===== src/rtl/data_generator.sv =====
// data_generator: valid/ready stimulus source. It produces a programmable
// number of words (0 = continuous) from one of four patterns. Each accepted
// word can be followed by a programmable gap. Backpressure is honoured and
// a stop request is applied at the next word boundary.
//
// Ports:
//   clk, rst_n    clock, asynchronous active-low reset
//   i_start       start pulse, sampled only when idle
//   i_stop        stop request, takes effect at the next word boundary
//   i_mode        pattern: 0 increment, 1 LFSR, 2 constant, 3 walking rotate
//   i_seed        first word of the sequence
//   i_nb_data     number of words to send, 0 = continuous
//   i_gap         idle cycles after each accepted word
//   i_ready       downstream ready
//   o_data        data word
//   o_data_valid  data valid
//   o_busy        sequence in progress
//   o_done        one-cycle end-of-sequence pulse
//   o_sent_cnt    handshakes completed since the last start
module data_generator #(
  parameter int unsigned G_DATA_WIDTH = 32,
  parameter int unsigned G_CNT_WIDTH  = 16,
  parameter int unsigned G_GAP_WIDTH  = 8,
  parameter logic [31:0] G_LFSR_POLY  = 32'h80200003
) (
  input  logic                    clk,
  input  logic                    rst_n,
  input  logic                    i_start,
  input  logic                    i_stop,
  input  logic [1:0]              i_mode,
  input  logic [G_DATA_WIDTH-1:0] i_seed,
  input  logic [G_CNT_WIDTH-1:0]  i_nb_data,
  input  logic [G_GAP_WIDTH-1:0]  i_gap,
  input  logic                    i_ready,
  output logic [G_DATA_WIDTH-1:0] o_data,
  output logic                    o_data_valid,
  output logic                    o_busy,
  output logic                    o_done,
  output logic [G_CNT_WIDTH-1:0]  o_sent_cnt
);

  localparam int unsigned DW = G_DATA_WIDTH;
  localparam int unsigned CW = G_CNT_WIDTH;
  localparam int unsigned GW = G_GAP_WIDTH;
  localparam logic [DW-1:0] POLY = G_LFSR_POLY[DW-1:0];

  typedef enum logic [1:0] {
    S_IDLE = 2'd0,
    S_SEND = 2'd1,
    S_GAP  = 2'd2
  } state_t;

  state_t        state_q, state_d;
  logic [DW-1:0] data_q, data_d;
  logic          valid_q, valid_d;
  logic          busy_q, busy_d;
  logic          done_q, done_d;
  logic [CW-1:0] cnt_q, cnt_d;
  logic [1:0]    mode_q, mode_d;
  logic [CW-1:0] nb_q, nb_d;
  logic [GW-1:0] gap_q, gap_d;
  logic [GW-1:0] gap_cnt_q, gap_cnt_d;
  logic          stop_pend_q, stop_pend_d;

  logic          last_word;
  logic          stop_now;
  logic          end_seq;
  logic          gap_expire;
  logic [DW-1:0] first_word;

  // Pattern step applied on each handshake
  function automatic logic [DW-1:0] next_word(input logic [1:0] mode,
                                               input logic [DW-1:0] cur);
    logic [DW-1:0] nxt;
    case (mode)
      2'd0:    nxt = cur + DW'(1);
      2'd1:    nxt = (cur >> 1) ^ (cur[0] ? POLY : '0);
      2'd2:    nxt = cur;
      default: nxt = {cur[DW-2:0], cur[DW-1]};
    endcase
    return nxt;
  endfunction

  // An all-zero LFSR state would lock up, so a zero seed starts at 1
  assign first_word = ((i_mode == 2'd1) && (i_seed == '0)) ? DW'(1) : i_seed;
  assign last_word  = (nb_q != '0) && ((cnt_q + CW'(1)) == nb_q);
  assign stop_now   = i_stop | stop_pend_q;
  assign end_seq    = last_word | stop_now;
  assign gap_expire = (gap_cnt_q <= GW'(1));

  // State register
  always_ff @(posedge clk or negedge rst_n) begin
    if (!rst_n) state_q <= S_IDLE;
    else        state_q <= state_d;
  end

  // Next-state logic
  always_comb begin
    state_d = state_q;
    case (state_q)
      S_IDLE: if (i_start) state_d = S_SEND;
      S_SEND: begin
        if (i_ready) begin
          if (end_seq)             state_d = S_IDLE;
          else if (gap_q != '0)    state_d = S_GAP;
        end
      end
      S_GAP:   if (gap_expire) state_d = stop_now ? S_IDLE : S_SEND;
      default: state_d = S_IDLE;
    endcase
  end

  // Output and datapath next values (registered below)
  always_comb begin
    data_d      = data_q;
    valid_d     = valid_q;
    busy_d      = busy_q;
    done_d      = 1'b0;
    cnt_d       = cnt_q;
    mode_d      = mode_q;
    nb_d        = nb_q;
    gap_d       = gap_q;
    gap_cnt_d   = gap_cnt_q;
    stop_pend_d = stop_pend_q;
    case (state_q)
      S_IDLE: begin
        if (i_start) begin
          mode_d      = i_mode;
          nb_d        = i_nb_data;
          gap_d       = i_gap;
          data_d      = first_word;
          valid_d     = 1'b1;
          busy_d      = 1'b1;
          cnt_d       = '0;
          stop_pend_d = 1'b0;
        end
      end
      S_SEND: begin
        if (i_ready) begin
          cnt_d  = cnt_q + CW'(1);
          data_d = next_word(mode_q, data_q);
          if (end_seq) begin
            done_d      = 1'b1;
            busy_d      = 1'b0;
            valid_d     = 1'b0;
            stop_pend_d = 1'b0;
          end else if (gap_q != '0) begin
            valid_d   = 1'b0;
            gap_cnt_d = gap_q;
          end
        end else if (i_stop) begin
          // The presented word stays up; the stop waits for its handshake
          stop_pend_d = 1'b1;
        end
      end
      S_GAP: begin
        if (i_stop) stop_pend_d = 1'b1;
        if (gap_expire) begin
          if (stop_now) begin
            done_d      = 1'b1;
            busy_d      = 1'b0;
            stop_pend_d = 1'b0;
          end else begin
            valid_d = 1'b1;
          end
        end else begin
          gap_cnt_d = gap_cnt_q - GW'(1);
        end
      end
      default: ;
    endcase
  end

  // Output and datapath registers
  always_ff @(posedge clk or negedge rst_n) begin
    if (!rst_n) begin
      data_q      <= '0;
      valid_q     <= 1'b0;
      busy_q      <= 1'b0;
      done_q      <= 1'b0;
      cnt_q       <= '0;
      mode_q      <= '0;
      nb_q        <= '0;
      gap_q       <= '0;
      gap_cnt_q   <= '0;
      stop_pend_q <= 1'b0;
    end else begin
      data_q      <= data_d;
      valid_q     <= valid_d;
      busy_q      <= busy_d;
      done_q      <= done_d;
      cnt_q       <= cnt_d;
      mode_q      <= mode_d;
      nb_q        <= nb_d;
      gap_q       <= gap_d;
      gap_cnt_q   <= gap_cnt_d;
      stop_pend_q <= stop_pend_d;
    end
  end

  assign o_data       = data_q;
  assign o_data_valid = valid_q;
  assign o_busy       = busy_q;
  assign o_done       = done_q;
  assign o_sent_cnt   = cnt_q;

endmodule

===== config.mk =====
export PLATFORM = sky130hd
export DESIGN_NAME = data_generator
export DESIGN_NICKNAME = d
export VERILOG_FILES = /design/src/rtl/data_generator.sv
export SDC_FILE = /design/constraint.sdc
export NUM_CORES = 1
export LEC_CHECK = 0
export CAP_MARGIN = 25
export CORE_ASPECT_RATIO = 0.7
export CORE_MARGIN = 2
export CORE_UTILIZATION = 55
export CTS_BUF_LIST = sky130_fd_sc_hd__clkbuf_2
export CTS_CLUSTER_DIAMETER = 120
export CTS_CLUSTER_SIZE = 10
export DETAILED_ROUTE_END_ITERATION = 16
export GPL_TIMING_DRIVEN = 0
export MAX_ROUTING_LAYER = met4
export PLACE_DENSITY = 0.87
export SYNTH_ARGS = -nofsm -noshare
export SYNTH_HDL_FRONTEND = slang
export SYNTH_SLANG_ARGS = --single-unit

===== constraint.sdc =====
create_clock -name clk -period 3.4 [get_ports clk]
set_input_delay 0.68 -clock clk [delete_from_list [all_inputs] [get_ports clk]]
set_output_delay 0.68 -clock clk [all_outputs]
set_load 0.03 [all_outputs]

* Word-level counts from Yosys, hierarchy flattened *
Cells that the tools add are included.

operators by class
  $lt $le $gt $ge = 1
  bitwise gates (word level) = 3
  $add $sub $neg = 3
  reductions and logical operators = 18
  equality and inequality tests = 18
  mux-type cells = 44

operators with widths
  operator                 count
  $mux W32                 4
  $pmux W32 S3             1
  $pmux W32 S2             1
  $add A32 B1 Y32 const B  1
  $logic_not A32 Y1        1
  $mux W16                 2
  $mux W8                  4
  $pmux W16 S2             1
  $xor A31 B32 Y32         1
  $mux W1                  20
  $ne A2 B2 Y1 const B     10
  $add A16 B1 Y16 const B  1
  $eq A16 B16 Y1           1
  $pmux W8 S2              1
  $reduce_bool A16 Y1      1
  $reduce_and A6 Y1        2
  $mux W2                  5
  $pmux W1 S3              3
  $le A8 B1 Y1 const B     1
  $reduce_and A4 Y1        2
  $reduce_bool A8 Y1       1
  $sub A8 B1 Y8 const B    1
  $eq A2 B1 Y1 const B     3
  $ne A3 B3 Y1 const B     2
  11 further kinds         17

storage, ports and cells
  output and inout bits = 51
  register bits after elaboration = 88

* Depth between registers and ports, before layout *
  depth after elaboration = 7
  gate-level depth with buffers = 11

* Worst setup path before layout *
No wires, ideal clock.

  path type = register to register
  from = register cnt_q[0] (netlist: o_sent_cnt[0])
  to = register gap_cnt_q[0]
  period minus slack after synthesis = 3.031 ns
  path slack = 0.369 ns
  required time = 3.277 ns
  buffers on the path = 1
  data arrival time = 2.909 ns
  cell stages (with the launch flop) = 11
  library setup time = 0.123 ns
  cells stage by stage = dfrtp_1 ha_1 xor3_1 a2111oi_0 nand4_1 nor4_1 a31oi_2 buf_6 and3_1 a211o_1 o221a_2

between the ends
  cells in the longest elaborated chain, start to end = 6

ends and longest elaborated chain
  element                             RTL line  RTL
  start, declared                     58        logic [CW-1:0] cnt_q, cnt_d;
  start signal, assigned              192       cnt_q <= cnt_d;
  $add A16 B1 Y16                     86        assign last_word = (nb_q != '0) && ((cnt_q + CW'(1)) == nb_q);
  $eq A16 B16 Y1                      86
  $logic_and A1 B1 Y1                 86
  $or A1 B1 Y1                        88        assign end_seq = last_word | stop_now;
  $ne A2 B2 Y1 (no source line)       n/a
  $reduce_and A5 Y1 (no source line)  n/a
  end signal, assigned                196       gap_cnt_q <= gap_cnt_d;
  end, declared                       62        logic [GW-1:0] gap_cnt_q, gap_cnt_d;

No other way between the ends.
A chain may end at the register's enable or synchronous reset.

* Worst setup path after layout *
  from = register data_q[1] (netlist: o_data[1])
  to = register data_q[30] (netlist: o_data[30])

between the ends
  cells in the longest elaborated chain, start to end = 4

ends and longest elaborated chain
  element                 RTL line  RTL
  start, declared         54        logic [DW-1:0] data_q, data_d;
  start signal, assigned  188       data_q <= data_d;
  $add A32 B1 Y32         76        2'd0: nxt = cur + DW'(1);
  $pmux W32 S3            75        case (mode)
  $mux W32                139       if (i_ready) begin
  $pmux W32 S2            125       case (state_q)

No other way between the ends. The select of a mux whose other input is x is not followed.

==> summary.txt <==
Run status
  • Status: finished clean

Clock network
  • H-tree depth: 3
  • Longest Clk Path Bufs: 2
  • Clk sink count: 88
  • Register clock-pin slew on the reported worst setup and hold paths: between 0.2 and 0.3 ns
  • Num CTS Buffers: 9
  • Post-CTS Setup Bufs: 0
  • Hold_buf cts: 0
  • Root buf cell: clkbuf_2
  • Clock latency on the worst-skew pair: roughly 0.57 ns
  • CTS tree: done

Yosys
  • Synth Warn #: 0
  • Asr flop ratio synth: 100%
  • Top post-synthesis cells by area: dfrtp_1 36%, mux2_2 5.5%, o21ai_0 5.5%
  • Xor/xnor share of the synthesized area: between 5 and 6%
  • Unique masters post-synth: between 70 and 80
  • Area leader, netlist: dfrtp_1
  • #FFs+latches synth: between 80 and 90
  • Syn Area/Cell: between 8 and 9 sq um
  • Main combinational cell family by area after synthesis: compound AO/OA/AOI/OAI gates
  • Sequential area share after synthesis: between 30 and 40%
  • Synth top area share: 36.0%
  • Syn Std Cell Area: 0.00612 sq mm
  • Number of synthesized flops with an enable pin: 0
  • Mapped Nets: ~790
  • Adder-cell share of the synthesized area: between 1.5 and 2%
  • Prevailing post-synth register cell: dfrtp_1
  • Synth Area in Simple Gates: about 22%
  • Gate Count Post-Synth: about 720
  • Post-synthesis mux area share: under 10%
  • Synth Area in Compound Gates: 22.5%

Global route
  • Vias in the first global route: between 5,000 and 6,000
  • Total gr overflow: 0
  • Pin count of the biggest net entering global routing: 58
  • First-pass GRT wire length: 32.1 mm
  • Total track usage: a little over a third
  • Initial antenna violation count: 0

STA
  • Slew @ Worst Pin: approximately 0.87 ns
  • # setup viols final: 0
  • Final min period: around 3.3 ns
  • Clock Skew: approximately 0.029 ns
  • Fin. Hold Viols: 0
  • Maximum clock frequency: approximately 0.31 GHz
  • Crit share post-route: 95.9%
  • Rel. slew slack: a little over two fifths
  • Max-slew violations: 0
  • Setup repair after global routing missed its margin: no

Drt
  • DRT antenna net count: 0
  • First-pass iteration count of the detailed router: 5
  • Via density: 6.40
  • DR DRC count: 0
  • Via count: between 6,000 and 7,000
  • Drt wl/cell: 20.5 microns
  • Total Routed Length: 20.5 mm
  • DRT iter0 DRCs: between 700 and 800

Cells and area
  • Most frequent cells in the layout: 112 x clkdlybuf4s50_1, 88 x dfrtp_1, 74 x nand2_1
  • Most common cell after layout, fill and taps aside: clkdlybuf4s50_1
  • Diode count: 0
  • Share of layout cells above drive strength 1: 8.76%
  • Final-stage net count: around 910
  • Finished Layout Cells: 998
  • Area grow syn2layout: 24.6%

Setup path
  • Critical path data arrival time: roughly 3.8 ns
  • Crit-path max FO: 10
  • CP Launch Type: flop
  • CP required: approximately 4 ns
  • Worst setup EP type: flop
  • Setup Crit Path Kind: flop to flop

Floorplan
  • Die Wd: about 130 microns
  • Initial Util: 56.0%
  • Die area: 0.0120 sq mm
  • Core Area: approximately 0.011 sq mm
  • Row count: 32
  • Top Ports: 114
  • Die Y-Extent: between 90 and 100 microns

Placed design
  • Gp weighted congestion: roughly 0.99
  • PortBufs: ~110
  • Dpl hpwl: about 15 mm
  • Placed instance count: ~980

Power
  • Leakage power: 2.95 nW
  • VDD IR max: between 0.6 and 0.7 mV
  • PwrDens: 981 mW/mm^2
  • Total chip power: about 7.5 mW

Min path
  • HP Class: input pin to asynchronous set/reset pin

Job
  • Max-cap violations: 0
[per-stage QoR]
step / instance area (sq um) / util [%] / setup TNS [ns] / worst slack [ns] / hold WS (ns)
floorplan: 6120 / - / 0 / 0.369 / 0.384
global placement: 7440 / 68.1 / -136.41 / -1.56 / 0.498
finish: 7620 / 69.7 / 0 / 0.138 / 0.0261
global route: 7620 / 69.7 / 0 / 0.00115 / 0.0199
CTS: 7620 / 69.7 / 0 / 0.0912 / 0.0206
detailed placement: 7470 / 68.3 / -0.0966 / -0.0514 / 0.512
[worst max-delay path, stage by stage (launching register included)]
cell	delay, ns
dfrtp_1	0.51
ha_1	0.24
nand3_1	0.21
or3b_2	0.51
clkbuf_1	0.31
nor4_1	0.68
nand3_1	0.18
o311a_1	0.31
o31ai_1	0.24
[what timing repair did]
item                       4_1_cts  5_1_grt
setup endpoints to repair        7       11
resized for setup                1        2
cloned                           0        0
pin swaps                        0        0
[power by group]
group	internal, mW	switching, mW
clock network	0.311	0.370
logic	1.81	2.89
registers	1.50	0.603
[logic make-up (layout without fill, tap and decap cells)]
family	count (synthesis)	in the layout
AOI/OAI and AO/OA	202	202
xor gates and xnor gates	36	36
adders and majority gates	8	8
buffers and inverters	68	196
DFF	88	88
muxes	45	45
and+or+nand+nor	270	270
[state kept, by name, summed over array words and instances, names as in the netlist]
signal,cells
o_data,32
nb_q,16
o_sent_cnt,16
gap_cnt_q,8
gap_q,8
mode_q,2
state_q,2
o_busy,1
o_data_valid,1
o_done,1
stop_pend_q,1
[layout make-up]
cell class,instances,area [sq um]
Buffer,49,196
Clock buffer,10,50.0
Clock inverter,4,95.1
Fill cell,902,3310
Inverter,19,71.3
Multi-Input combinational cell,561,3660
Sequential cell,88,2200
Tap cell,153,191
Timing Repair Buffer,114,1160
[Yosys cell counts (9+ instances only)]
cell      count
dfrtp_1      88
nand2_1      74
nor2_1       73
o21ai_0      67
clkbuf_1     38
mux2_2       30
a21oi_1      26
xnor2_1      23
nand3_1      22
nor3_1       22
nor4_1       18
inv_1        17
mux2i_1      15
nand4_1      12
xor2_1       12
o211ai_1      9
o31ai_1       9
[routing by layer]
metal	routed length, microns	vias to the layer above	GRT usage [%]
met5	0	-	-
met4	284	0	8.24
met3	2410	38	10.7
met2	8720	402	48.9
met1	9080	3057	52.0
li1	-	2890	-
[final timing paths]
| kind | start | end | slack [ns] | cells past startpoint |
|---|---|---|---|---|
| max reg2reg | o_data[1] | o_data[30] | 0.14 | 8 |
| max in group asynchronous | rst_n | nb_q[6] | 2.71 | 2 |
| min reg2reg | o_data_valid | o_data_valid | 0.54 | 2 |
| min | rst_n | mode_q[1] | 0.03 | 1 |
| max | o_data[1] | o_data[30] | 0.14 | 8 |
| min in group clk | o_data_valid | o_data_valid | 0.54 | 2 |
Note: power is estimated with default switching activity, not from simulation.
